--- src/rtl/gemm_tile_scheduler.sv ---
// Output-stationary GEMM tile scheduler (mt, nt, kt loop) with a 1-cycle SRAM read pipe.
// Define GEMM_SCHED_PERF_EN to enable the saturating busy-cycle counter on perf_cycles_o.
module gemm_tile_scheduler #(
  parameter int SizeAddrWidth = 8,
  parameter int AddrWidth     = 16
) (
  input  logic                     clk_i,
  input  logic                     rst_ni,
  input  logic                     start_i,
  input  logic                     stall_i,
  input  logic [SizeAddrWidth-1:0] M_size_i,
  input  logic [SizeAddrWidth-1:0] K_size_i,
  input  logic [SizeAddrWidth-1:0] N_size_i,
  output logic [AddrWidth-1:0]     sram_a_addr_o,
  output logic [AddrWidth-1:0]     sram_b_addr_o,
  output logic [AddrWidth-1:0]     sram_c_addr_o,
  output logic                     sram_c_we_o,
  output logic                     pe_valid_o,
  output logic                     pe_init_save_o,
  output logic                     pe_acc_clr_o,
  output logic                     busy_o,
  output logic                     done_o,
  output logic [31:0]              perf_cycles_o
);

  localparam int PW = 2 * SizeAddrWidth + 1;
  localparam logic [SizeAddrWidth-1:0] One = 1;

  typedef enum logic [1:0] {
    IDLE,
    RUN,
    DRAIN,
    DONE
  } state_e;

  state_e state, state_nx;

  logic [SizeAddrWidth-1:0] mt_size, kt_size, nt_size;
  logic [SizeAddrWidth-1:0] mt, nt, kt;
  logic size_zero, accept, issue;
  logic kt_wrap, nt_wrap, last;
  logic rd_vld, rd_init, rd_last, we;
  logic [AddrWidth-1:0] rd_c, c_addr;

  assign size_zero = (M_size_i == '0) || (K_size_i == '0)
                  || (N_size_i == '0);
  assign accept  = (state == IDLE) && start_i;
  assign issue   = (state == RUN) && !stall_i;
  assign kt_wrap = (kt == kt_size - One);
  assign nt_wrap = (nt == nt_size - One);
  assign last    = kt_wrap && nt_wrap && (mt == mt_size - One);

  always_ff @(posedge clk_i or negedge rst_ni) begin
    if (!rst_ni) state <= IDLE;
    else         state <= state_nx;
  end

  always_comb begin
    state_nx = state;
    unique case (state)
      IDLE:    if (start_i) state_nx = size_zero ? DONE : RUN;
      RUN:     if (issue && last) state_nx = DRAIN;
      // final write is in flight when no further last-k read is queued
      DRAIN:   if (we && !rd_last) state_nx = DONE;
      DONE:    state_nx = IDLE;
      default: state_nx = IDLE;
    endcase
  end

  always_ff @(posedge clk_i or negedge rst_ni) begin
    if (!rst_ni) begin
      mt_size <= '0;
      kt_size <= '0;
      nt_size <= '0;
      mt      <= '0;
      nt      <= '0;
      kt      <= '0;
    end else if (accept) begin
      mt_size <= M_size_i;
      kt_size <= K_size_i;
      nt_size <= N_size_i;
      mt      <= '0;
      nt      <= '0;
      kt      <= '0;
    end else if (issue) begin
      kt <= kt_wrap ? '0 : kt + One;
      if (kt_wrap) begin
        nt <= nt_wrap ? '0 : nt + One;
        if (nt_wrap) mt <= last ? '0 : mt + One;
      end
    end
  end

  assign sram_a_addr_o = AddrWidth'(PW'(mt) * PW'(kt_size) + PW'(kt));
  assign sram_b_addr_o = AddrWidth'(PW'(kt) * PW'(nt_size) + PW'(nt));

  always_ff @(posedge clk_i or negedge rst_ni) begin
    if (!rst_ni) begin
      rd_vld  <= 1'b0;
      rd_init <= 1'b0;
      rd_last <= 1'b0;
      rd_c    <= '0;
      we      <= 1'b0;
      c_addr  <= '0;
    end else begin
      rd_vld  <= issue;
      rd_init <= issue && (kt == '0);
      rd_last <= issue && kt_wrap;
      if (issue) rd_c <= AddrWidth'(PW'(mt) * PW'(nt_size) + PW'(nt));
      we <= rd_last;
      if (rd_last) c_addr <= rd_c;
    end
  end

  assign pe_valid_o     = rd_vld;
  assign pe_init_save_o = rd_init;
  assign sram_c_we_o    = we;
  assign sram_c_addr_o  = c_addr;
  assign busy_o         = (state == RUN) || (state == DRAIN);
  assign done_o         = (state == DONE);
  assign pe_acc_clr_o   = (state == IDLE) || (state == DONE);

`ifdef GEMM_SCHED_PERF_EN
  logic [31:0] perf_q;

  always_ff @(posedge clk_i or negedge rst_ni) begin
    if (!rst_ni)                        perf_q <= '0;
    else if (accept)                    perf_q <= '0;
    else if (busy_o && (perf_q != '1))  perf_q <= perf_q + 32'd1;
  end

  assign perf_cycles_o = perf_q;
`else
  assign perf_cycles_o = '0;
`endif

endmodule

--- config.mk ---
export PLATFORM = sky130hd
export DESIGN_NAME = gemm_tile_scheduler
export DESIGN_NICKNAME = d
export VERILOG_FILES = /design/src/rtl/gemm_tile_scheduler.sv
export SDC_FILE = /design/constraint.sdc
export NUM_CORES = 1
export LEC_CHECK = 0
export ABC_AREA = 1
export CAP_MARGIN = 40
export CORE_ASPECT_RATIO = 0.5
export CORE_UTILIZATION = 50
export CTS_CLUSTER_DIAMETER = 60
export DETAILED_ROUTE_END_ITERATION = 8
export GPL_TIMING_DRIVEN = 0
export PLACE_DENSITY_LB_ADDON = 0.05
export SYNTH_ARGS = -nofsm -noshare
export SYNTH_HDL_FRONTEND = slang
export SYNTH_SLANG_ARGS = --single-unit
--- constraint.sdc ---
create_clock -name clk_i -period 7.7 [get_ports clk_i]
set_input_delay 2.31 -clock clk_i [delete_from_list [all_inputs] [get_ports clk_i]]
set_output_delay 2.31 -clock clk_i [all_outputs]
set_load 0.1 [all_outputs]
==> run summary, run 1 <==
The flow ran to the end, and the final reports show no timing, DRC or antenna violations. The clock-pin slew of the registers on the worst-case setup and hold paths came out at 0.06 ns. The clock root buffer is sky130_fd_sc_hd__clkbuf_16.

The final standard cell area without fillers is 14,700 µm². The number of DRC markers after the initial detailed-route iteration came out at 464. The clock latency at the later pin of the worst-skew pair came out at 0.35 ns. Across the routed clock network, the largest skew measured is 0.00908 ns.

The average wire length per cell after detail routing came out at 14.3 µm. STA classifies the critical path endpoint as an output port. Setup repair after global routing could not meet its margin everywhere.

The routed design could run at a clock period as short as 7.60 ns. The area occupied by registers is 2160 µm². The flip-flop and latch count after synthesis came out at 86. The number of synthesis warnings came out at 0.

In the final layout, the share of cells above drive strength 1 is 0.101. Based on the critical path, the design can be clocked at up to 132 MHz. The number of buffers created by CTS is 9. The maximum number of pins on one net before global-route repair is 63. The worst ir drop on vdd is 0.407 mV.

The vertical extent of the die is 112 µm. The mapped cell area is 12,000 µm². Max-cap violations in this run came to 0. The peak fanout along the critical path is 10. The estimated wirelength of the detail-placed design came out at 25,500 µm. The top cell type's share of synthesized area is 0.220.

The net total in the final layout came out at 2,064. The die outline area is 24,700 µm². The worst endpoint required time came out at 5.39 ns. Summed over all cells, the static leakage comes to 0.00880 µW. For this run the aggregate overflow at the end of global routing stands at 0. Synthesis produced 1,614 cells. TritonCTS built the clock tree. The combined global-route utilization of all metal layers came out at 0.257. At the end of routability-driven placement, the weighted congestion stood at 0.919.

Buffers inserted to repair hold after CTS numbered 0. The final count of negative-setup-slack endpoints came out at 0. The total inserted antenna cells came out at 0. The final wirelength is 30,000 µm. The biggest area contributor in the post-synthesis netlist is sky130_fd_sc_hd__fa_1. The commonest cells after synthesis are 457 x sky130_fd_sc_hd__nand2_1, 386 x sky130_fd_sc_hd__inv_1, 132 x sky130_fd_sc_hd__fa_1. The most repeated cell in the gate-level netlist after synthesis is sky130_fd_sc_hd__nand2_1. The proportion of synthesized chip area in sequential cells came out at 0.179. The measured slew at the worst slew-check pin came out at 0.804 ns.

The worst endpoint data arrival time came out at 5.29 ns. The cell area after placement is 14,200 µm². The layout-stage area growth over the synthesis result is 22.7%. The max-slew violation count is 0.

The via count of the first global-routing pass came out at 10,329. The die boundary width came out at 221 µm. The worst max-slew margin expressed relative to the limit came out at 0.464.

The effective utilization at floorplan came out at 0.518. The count of buffers inserted at the top-level ports is 81. The hold violation total from the final report is 0. The depth of the CTS H-tree came out at 3. Of the available clock period, the critical path in the final layout requires 0.987. In this run the standard cell core region covers 23,200 µm². The number of different library cells in the post-synthesis netlist came out at 39. The number of primary I/O pins is 114.

Yosys attributes the largest share of cell area to sky130_fd_sc_hd__fa_1 22%, sky130_fd_sc_hd__dfrtp_1 18%, sky130_fd_sc_hd__nand2_1 14%. The detailed-router iteration count before antenna repair is 7. The detailed-route via count is 10,173.

After filler insertion, the fill cell instance count of the layout stands at 2,068. The area of combinational cells with multiple inputs is 8050 µm². The floorplan has 39 rows. The average cell area after synthesis came out at 7.43 µm². After synthesis, the share of flip-flops with an asynchronous set or reset is 1.00. STA classifies the critical path startpoint as a flip-flop. The number of enable-type register cells in the synthesized netlist is 0. Counting along the longest clock path gives a buffer depth of 2. The first global-routing pass estimated 50,600 µm of wire.

The detailed-route DRC error count is 0. The number of clock sinks seen by CTS is 86. For this design the ratio of total power to cell area is 295 nW/µm².

The number of antenna violations at the first check in global routing came out at 0. The worst min-delay path class is flip-flop to flip-flop. The total negative slack is 0 ns. For this run, the leading register cell type out of synthesis is sky130_fd_sc_hd__dfrtp_1.

The type of the worst setup path is flip-flop to output port. The final antenna-violating net count came out at 0. Dividing the detail-routed via count by the number of cells gives 4.86.
## routing by layer
metal / track usage / vias to the layer above / share of wire
met5: 0 / - / 0
met4: 0.0471 / 0 / 0.0082
met3: 0.0552 / 20 / 0.056
met2: 0.439 / 214 / 0.46
met1: 0.340 / 4877 / 0.47
li1: - / 5062 / -
## layout make-up
cell class / instances / area share
Inverter: 388 / 0.0995
Clock inverter: 5 / 0.00196
Timing Repair Buffer: 139 / 0.118
Buffer: 81 / 0.0451
Clock buffer: 9 / 0.0153
Tap cell: 307 / 0.0261
Multi-Input combinational cell: 1079 / 0.547
Sequential cell: 86 / 0.147
## layout by cell type, fill, tap and decap left out, types with 3 or more instances in the layout
master and instances:
sky130_fd_sc_hd__or2_2 3, sky130_fd_sc_hd__buf_4 49, sky130_fd_sc_hd__nor2_1 49, sky130_fd_sc_hd__nand3b_1 5, sky130_fd_sc_hd__buf_12 7, sky130_fd_sc_hd__dfrtp_1 82, sky130_fd_sc_hd__clkbuf_1 11, sky130_fd_sc_hd__o21bai_1 4
sky130_fd_sc_hd__buf_2 6, sky130_fd_sc_hd__fa_1 132, sky130_fd_sc_hd__a21oi_2 6, sky130_fd_sc_hd__nor3_1 11, sky130_fd_sc_hd__ha_1 116, sky130_fd_sc_hd__clkbuf_16 11, sky130_fd_sc_hd__xnor2_1 21, sky130_fd_sc_hd__dfrtp_2 4
sky130_fd_sc_hd__buf_16 5, sky130_fd_sc_hd__o21ai_0 56, sky130_fd_sc_hd__buf_8 45, sky130_fd_sc_hd__o21ai_1 12, sky130_fd_sc_hd__clkinv_2 4, sky130_fd_sc_hd__inv_1 386, sky130_fd_sc_hd__clkdlybuf4s50_1 75, sky130_fd_sc_hd__nand4_1 12
sky130_fd_sc_hd__buf_6 14, sky130_fd_sc_hd__a21oi_1 30, sky130_fd_sc_hd__nand2_2 4, sky130_fd_sc_hd__nand3_1 61, sky130_fd_sc_hd__nor4_1 7, sky130_fd_sc_hd__conb_1 32, sky130_fd_sc_hd__nand3_2 3, sky130_fd_sc_hd__xor2_1 36
sky130_fd_sc_hd__nand2_1 457
## path summary, 6_finish.rpt
path                                     end              from  cells after the start  slack [ns]
max                        sram_a_addr_o[14]             mt[5]                     22        0.10
min                         sram_c_addr_o[2]  sram_c_addr_o[2]                      2        0.47
max reg2reg                         rd_c[13]             mt[1]                     18        3.16
min reg2reg                 sram_c_addr_o[2]  sram_c_addr_o[2]                      2        0.47
max in group asynchronous              kt[4]            rst_ni                      2        5.17
min in group asynchronous  sram_c_addr_o[14]            rst_ni                      1        1.87
## cell families after synthesis
| logic type | after synthesis | share of synthesized area |
|---|---|---|
| AND/OR/NAND/NOR | 618 | 0.212 |
| buffers and inverters | 480 | 0.167 |
| adder cells (fa/ha/maj) | 252 | 0.345 |
| AO/OA/AOI/OAI | 116 | 0.0507 |
| flip-flops | 86 | 0.179 |
| XOR/XNOR | 61 | 0.0457 |
| other | 1 | 0.000313 |
## worst max-delay path, cell delays in order, from the launching register on
cell,delay (ns)
sky130_fd_sc_hd__dfrtp_1,0.39
sky130_fd_sc_hd__buf_6,0.15
sky130_fd_sc_hd__buf_6,0.15
sky130_fd_sc_hd__nand2_1,0.08
sky130_fd_sc_hd__inv_1,0.06
sky130_fd_sc_hd__fa_1,0.49
sky130_fd_sc_hd__fa_1,0.53
sky130_fd_sc_hd__fa_1,0.49
sky130_fd_sc_hd__inv_1,0.05
sky130_fd_sc_hd__fa_1,0.48
sky130_fd_sc_hd__inv_1,0.04
sky130_fd_sc_hd__ha_1,0.34
sky130_fd_sc_hd__nand2_1,0.11
sky130_fd_sc_hd__o21ai_0,0.09
sky130_fd_sc_hd__a21oi_1,0.21
sky130_fd_sc_hd__nor2_1,0.07
sky130_fd_sc_hd__o21ai_1,0.13
sky130_fd_sc_hd__nand2_1,0.12
sky130_fd_sc_hd__nand3_1,0.12
sky130_fd_sc_hd__nand3_1,0.08
sky130_fd_sc_hd__nand2_1,0.07
sky130_fd_sc_hd__clkdlybuf4s50_1,0.52
sky130_fd_sc_hd__buf_12,0.18
## through the flow
step	hold WS (ns)	power (µW)	utilization	cells	setup WS [ns]
finish	0.467	4340	0.635	2094	0.102
global route	0.494	4650	0.635	2094	-0.207
CTS	0.474	4330	0.633	2098	0.000237
detailed placement	0.458	3910	0.613	2088	-0.324
global placement	0.455	3490	0.575	2033	-0.706
floorplan	0.442	2830	-	1645	0.0247
## what timing repair did
action	in CTS	in global routing
endpoints found under the setup margin	17	12
pin swaps	1	0
resized for setup	57	25
setup buffers	7	0
## power by group
group          internal (µW)  total [µW]  leakage, µW  switching, µW
Sequential               590         709      0.00112            119
Combinational           1100        3230      0.00755           2130
Clock                    213         399     0.000131            186
## state kept, by name (all words and copies together), names as in the netlist
register / cells
rd_c: 16
sram_c_addr_o: 16
kt: 8
kt_size: 8
mt: 8
mt_size: 8
nt: 8
nt_size: 8
state: 2
pe_init_save_o: 1
pe_valid_o: 1
rd_last: 1
sram_c_we_o: 1
Note: power is estimated with default switching activity, not from simulation.
==> inputs of run 2 (changes only) <==
--- a/config.mk
+++ b/config.mk
@@ -9,5 +9,5 @@
 export CAP_MARGIN = 40
 export CORE_ASPECT_RATIO = 0.5
-export CORE_UTILIZATION = 50
+export CORE_UTILIZATION = 25
 export CTS_CLUSTER_DIAMETER = 60
 export DETAILED_ROUTE_END_ITERATION = 8
==> constraint.sdc (replaced) <==
create_clock -name clk_i -period 7.7 [get_ports clk_i]
set_input_delay 2.31 -clock clk_i [delete_from_list [all_inputs] [get_ports clk_i]]
set_output_delay 2.31 -clock clk_i [all_outputs]
set_load 0.05 [all_outputs]
==> run summary, run 2 (synthesized netlist as in run 1, its figures left out) <==
The final wirelength is 36,000 µm (+20%). The flow ran to the end, and the final reports show no timing, DRC or antenna violations. The tree is rooted in a sky130_fd_sc_hd__clkbuf_16. The worst ir drop on vdd is 0.172 mV (-58%).

The layout-stage area growth over the synthesis result is 16.9%. The max-slew violation count was 0 (unchanged). The combined global-route utilization of all metal layers is 0.158 (-0.0994). TritonCTS built the clock tree. The count of hold-fix buffers inserted at cts came out at 0 (unchanged).

The detailed-route DRC error count is 0 (unchanged). The wire length of the first global-routing pass came out at 59,100 µm (+17%). The maximum number of pins on one net before global-route repair is 48 (-24%). The residual overflow from global routing came to 0 (unchanged).

The average wire length per cell after detail routing came out at 15.2 µm (+5.8%). The delay of the slowest cell on the worst path is 0.53 ns (about the same). The count of buffering cells on the critical path with inverters included is 6 (-1). The leakage power came out at 0.00842 µW (-4.3%). The worst endpoint data arrival time is 5.12 ns (-0.17 ns).

The final count of negative-setup-slack endpoints is 0 (unchanged). The worst endpoint required time is 5.39 ns (about the same). The placer congestion estimate came to 0.847 (-7.7%).

The via count of the first global-routing pass was 10,108 (-2.1%). The floorplan core area came out at 47,100 µm² (+100%). The maximum operating frequency came to 135 MHz (+2.3%). The worst clock skew came to 0.00973 ns (+0.000648 ns). The peak fanout along the critical path is 10 (unchanged).

Leaving out fill and tap cells, the most frequent cells in the layout are 457 x sky130_fd_sc_hd__nand2_1, 386 x sky130_fd_sc_hd__inv_1, 132 x sky130_fd_sc_hd__fa_1. The count of buffers inserted at the top-level ports is 81 (unchanged). Grouping stages by cell kind, the critical path spends the most delay in adder cells. The type of destination of the critical path is an output port. The clock-pin slew of the registers on the worst-case setup and hold paths is 0.07 ns (about the same). The die outline area came out at 48,900 µm² (+98%). The standard cell with the maximum stage delay on the critical path is sky130_fd_sc_hd__fa_1. The detailed-route vias per instance came out at 4.08 (-16%). The final antenna-violating net count came out at 0 (unchanged). The detailed-route via count is 9,675 (-4.9%). The net total in the final layout is 2,009 (-2.7%). The final setup slack of the worst path is 0.271 ns (+0.169 ns). The vertical extent of the die is 157 µm (+41%). The post-CTS repair timing setup buffer count came out at 0 (-7). The worst min-delay path class is flip-flop to flip-flop. The measured slew at the worst slew-check pin came out at 0.848 ns (+0.0436 ns). The total inserted antenna cells is 0 (unchanged). The post-route core utilization came to 0.298 (-0.337).

The number of DRC markers after the initial detailed-route iteration is 495 (+6.7%). The clock period minus final worst setup slack came out at 7.43 ns (-0.169 ns). The number of buffers between clock root and the deepest sink is 2 (unchanged).

The commonest non-fill, non-tap cell in the layout is sky130_fd_sc_hd__nand2_1. Setup repair after global routing could not meet its margin everywhere. The power per unit of standard cell area came out at 256 nW/µm² (-13%). The effective utilization at floorplan is 0.255 (-0.263). The worst setup path is launched from a flip-flop. The tightest hold margin is 0.470 ns (+0.00283 ns). The die boundary width is 312 µm (+41%). The depth of the CTS H-tree came out at 3 (unchanged). The clock latency at the later pin of the worst-skew pair came out at 0.37 ns (+0.02 ns).

The placement row count came to 56 (+44%). The worst max-slew margin expressed relative to the limit came out at 0.435 (-0.0290). The number of antenna violations at the first check in global routing came to 2 (+2). The number of clock sinks seen by CTS was 86 (unchanged). The detailed-router iteration count before antenna repair came out at 5 (-2).

The fill cell total of the finished layout is 5,203 (+150%). The total of max-cap violations came to 0 (unchanged). The type of the worst setup path is flip-flop to output port.

The estimated wirelength of the detail-placed design was 30,300 µm (+19%). The number of primary I/O pins came to 114 (unchanged). The layout cell share with drive strength beyond 1 came out at 0.0675 (-0.0338). The hold violation total from the final report is 0 (unchanged). The placement-stage worst setup slack came out at -0.434 ns (-0.110 ns).

The final period utilization was 0.965 (-0.0219). The number of buffers created by CTS came out at 9 (unchanged). Traced cell by cell, the critical path runs through clkbuf_4, buf_6, nand2_1, fa_1, inv_1, fa_1, inv_1, fa_1, fa_1, inv_1, ha_1, nand2_1, nand3_1, nand2_1, nand2_1, a21oi_1, o21ai_1, a21oi_1, xnor2_1, clkbuf_4.
[run 2: changes by cell type in the layout (fill, tap and decap cells not counted), sizes merged]
| cell | change |
|---|---|
| buf | -61 |
| clkbuf | +15 |
| clkdlybuf4s50 | -12 |
| clkinv | -2 |
| dlygate4sd2 | +1 |
| dlymetal6s2s | +3 |
| inv | +2 |
[run 2: worst paths after layout]
kind / slack [ns] / start / cells past startpoint / endpoint
min in group asynchronous: 1.96 / rst_ni / 1 / nt[1]
hold / removal: 0.47 / sram_c_addr_o[0] / 2 / sram_c_addr_o[0]
hold reg to reg: 0.47 / sram_c_addr_o[0] / 2 / sram_c_addr_o[0]
max in group asynchronous: 5.02 / rst_ni / 2 / sram_c_addr_o[12]
setup / recovery: 0.27 / nt_size[0] / 20 / sram_b_addr_o[13]
setup reg to reg: 2.97 / nt_size[2] / 18 / rd_c[13]
[run 2: cell type report]
class                      instances  area (µm²)  share of cell area
timing repair buffer              86         831              0.0592
inverter                         388        1460               0.104
clock inverter                     5        32.5             0.00232
buffer                            79         538              0.0384
tap                              638         798              0.0569
sequential                        86        2150               0.154
clock buffer                      10         239              0.0170
multi-input combinational       1079        7970               0.568
[run 2: power breakdown]
group | switching (µW) | internal [µW] | total, µW
sequential | 122 | 590 | 712
combinational | 1660 | 778 | 2440
clock | 212 | 227 | 439
[run 2: metrics by stage]
step	TNS, ns	power, µW	cells	cell area (µm²)
4_1_cts	0	3650	2378	14100
5_1_grt	-0.110	3940	2371	14000
3_3_place_gp	-4.03	3200	2364	13700
6_report	0	3590	2371	14000
2_1_floorplan	0	2380	1645	12100
3_5_place_dp	-3.07	3180	2369	13800
[run 2: metal layers]
metal,routed length (µm),up-vias,global-route usage
met2,14900,96,0.238
li1,-,4957,-
met1,19800,4607,0.238
met5,0,-,0
met3,990,15,0.0221
met4,286,0,0.0268
[run 2: tightest hold or removal path: cells and delay by family, from the launching register on]
kind | cells | cell delay [ns]
flops | 1 | 0.34
simple gates | 2 | 0.10
[run 2: timing repair]
action	in CTS	in global routing
endpoints found under the hold margin	0	0
resized for setup	55	47
gates cloned	0	0
setup endpoints to repair	18	16
==> inputs of run 3 (changes only) <==
Settings changed: SLEW_MARGIN set to 20.
==> run summary, run 3 (synthesized netlist as in run 1, its figures left out) <==
The number of buffers between clock root and the deepest sink came to 2 (unchanged). The count of hold-fix buffers inserted at cts is 0 (unchanged). The floorplan core area came out at 47,100 µm² (unchanged).

The met2 layer usage reported by global route is 0.235 (-0.00296). The worst endpoint data arrival time is 5.12 ns (about the same). The final wirelength came out at 35,800 µm (-0.63%). The combined global-route utilization of all metal layers is 0.157 (-0.000428). The total inserted antenna cells is 0 (unchanged).

The post-CTS repair timing setup buffer count came out at 0 (unchanged). The via count of the first global-routing pass is 10,142 (+0.34%). The layout cell share with drive strength beyond 1 is 0.0675 (about the same). The layout-stage area growth over the synthesis result is 17.1%. The net switching power is 1980 µW (-0.55%). Setup repair after global routing left no endpoint under its margin. The residual overflow from global routing is 0 (unchanged). The count of buffers inserted at the top-level ports came out at 81 (unchanged). The detailed-route via count is 9,680 (+0.052%). The number of buffers created by CTS is 9 (unchanged). The final period utilization came to 0.965 (about the same). In this design, the critical path's most frequently occurring cell is sky130_fd_sc_hd__fa_1. The maximum operating frequency is 135 MHz (about the same).

The flow ran to the end, and the final reports show no timing, DRC or antenna violations. The area of combinational cells with multiple inputs came out at 7970 µm² (unchanged). The die boundary width came out at 312 µm (unchanged). The library cells used most frequently in the layout, excluding fill and tap cells, are 457 x sky130_fd_sc_hd__nand2_1, 386 x sky130_fd_sc_hd__inv_1, 132 x sky130_fd_sc_hd__fa_1. The vertical extent of the die is 157 µm (unchanged). The power per unit of standard cell area is 254 nW/µm² (-0.70%). The worst max-slew margin expressed relative to the limit came out at 0.481 (+0.0459). The leakage power is 0.00841 µW (-0.10%).

The worst min-delay path class is flip-flop to flip-flop. The depth of the CTS H-tree was 3 (unchanged). The total negative slack is 0 ns (unchanged). The sequential share of power came out at 0.199 (about the same). The detailed-router iteration count before antenna repair came out at 6 (+1). The internal power component came out at 1580 µW (-0.58%).

The worst ir drop on vdd is 0.165 mV (-3.9%). The net total in the final layout is 2,009 (unchanged). The die outline area is 48,900 µm² (unchanged).

The tightest hold margin is 0.471 ns (+0.000337 ns). The wire length of the first global-routing pass came out at 59,100 µm (about the same). The placer congestion estimate came to 0.847 (unchanged).

The total of max-cap violations came out at 0 (unchanged). The area occupied by registers is 2160 µm² (+0.12%). The maximum number of pins on one net before global-route repair came out at 48 (unchanged).

TritonCTS built the clock tree. The routing usage on met3 came out at 0.0207 (-0.00145). The clock latency at the later pin of the worst-skew pair was 0.38 ns (about the same).

The largest individual stage delay along the critical path comes from the cell sky130_fd_sc_hd__fa_1. The delay of the slowest cell on the worst path was 0.49 ns (-0.04 ns). The fill cell total of the finished layout is 5,221 (+0.35%). The share of power burned in combinational logic came out at 0.680 (about the same). The met1 capacity usage during global routing is 0.241 (+0.00227). The estimated wirelength of the detail-placed design came to 30,300 µm (-0.11%). The detailed-route vias per instance was 4.08 (about the same).

The worst setup path is launched from a flip-flop. The number of primary I/O pins is 114 (unchanged). The clock period minus final worst setup slack is 7.43 ns (-0.000864 ns). The final antenna-violating net count is 0 (unchanged). The worst clock skew came to 0.0153 ns (+0.00557 ns). The final count of negative-setup-slack endpoints is 0 (unchanged). The number of DRC markers after the initial detailed-route iteration came out at 433 (-13%). The cell area after placement is 13,800 µm² (about the same). The switching share of total power came out at 0.556 (about the same).

The worst endpoint required time was 5.39 ns (about the same). The clock-pin slew of the registers on the worst-case setup and hold paths is 0.06 ns (about the same). The fraction of power consumed by the clock network came to 0.121 (about the same). The final setup slack of the worst path is 0.272 ns (+0.000864 ns). The cell sitting at the root of the clock tree is a sky130_fd_sc_hd__clkbuf_16.

The layer flagged by global routing as most heavily used is met1. The worst setup path is of the flip-flop to output port kind. The placement row count came out at 56 (unchanged). The final standard cell area without fillers came to 14,000 µm² (+0.14%). The hold violation total from the final report is 0 (unchanged). The placement-stage worst setup slack is -0.431 ns (+0.00306 ns).

The measured slew at the worst slew-check pin is 0.776 ns (-0.0717 ns). The type of destination of the critical path is an output port. The sum of internal, switching and leakage power came out at 3570 µW (-0.56%). The detailed-route DRC error count was 0 (unchanged). The number of clock sinks seen by CTS came out at 86 (unchanged).

The peak fanout along the critical path came out at 15 (+5). The effective utilization at floorplan came to 0.255 (unchanged). The number of antenna violations at the first check in global routing came to 2 (unchanged).

Leaving out fill and tap cells, the most frequent cell in the layout is sky130_fd_sc_hd__nand2_1. The signal on the critical path passes through buf_4, buf_6, nand2_1, fa_1, fa_1, inv_1, fa_1, inv_1, fa_1, inv_1, ha_1, a21oi_1, o21ai_0, a21oi_2, nor2_1, o21ai_0, nand2_1, xor2_1, clkdlybuf4s18_2. The average wire length per cell after detail routing came out at 15.1 µm (-0.67%). The max-slew violation count is 0 (unchanged).
-- run 3: changes by cell type in the layout (fill, tap and decap cells not counted), moves of 2 or more --
| cell | before | now |
|---|---|---|
| sky130_fd_sc_hd__buf_4 | 45 | 43 |
| sky130_fd_sc_hd__buf_6 | 6 | 11 |
| sky130_fd_sc_hd__clkbuf_2 | 8 | 6 |
| sky130_fd_sc_hd__clkbuf_4 | 12 | 8 |
| sky130_fd_sc_hd__dfrtp_1 | 85 | 83 |
| sky130_fd_sc_hd__dfrtp_2 | 1 | 3 |
| sky130_fd_sc_hd__dlygate4sd2_1 | 2 | 4 |
-- run 3: final timing paths --
kind	end	from	slack, ns	depth (start not counted)
max in group asynchronous	mt_size[0]	rst_ni	5.18	2
min	sram_c_addr_o[11]	sram_c_addr_o[11]	0.47	2
max	sram_a_addr_o[12]	mt[0]	0.27	19
max reg2reg	rd_c[13]	nt_size[2]	2.96	18
min in group asynchronous	nt[1]	rst_ni	1.87	1
min reg2reg	sram_c_addr_o[11]	sram_c_addr_o[11]	0.47	2
-- run 3: per-stage QoR --
step	cells	util
after floorplan	1645	-
after global placement	2364	0.291
after detailed placement	2369	0.293
after CTS	2378	0.298
after global routing	2372	0.298
final	2372	0.298
-- run 3: area by class of cell --
type,count,share of cell area
Clock buffer,11,0.0166
Timing Repair Buffer,87,0.0607
Buffer,78,0.0385
Multi-Input combinational cell,1079,0.567
Clock inverter,5,0.00232
Tap cell,638,0.0568
Sequential cell,86,0.153
Inverter,388,0.104
-- run 3: timing repair --
action,in CTS,in global routing
pin swaps,0,0
endpoints found under the setup margin,18,18
resized for setup,55,45
-- run 3: critical path: cells and delay by family (launching register included) --
| family | cells | cell delay [ns] |
|---|---|---|
| adders and majority gates | 5 | 2.23 |
| DFF | 1 | 0.37 |
| and+or+nand+nor | 3 | 0.25 |
| xor gates and xnor gates | 1 | 0.15 |
| buffers and inverters | 6 | 1.06 |
| AOI/OAI and AO/OA | 4 | 0.67 |
-- run 3: power groups by stage --
stage	clock, µW	sequential, µW	combinational, µW
CTS	457	711	2470
detailed placement	0	718	2460
global placement	0	721	2470
finish	432	709	2430
floorplan	0	766	1610
global route	468	733	2720
-- run 3: layer usage --
metal  part of all wire  vias to the layer above
met1               0.56                     4608
li1                   -                     4957
met2               0.41                       99
met3              0.024                       16
met4             0.0082                        0
met5                  0                        -
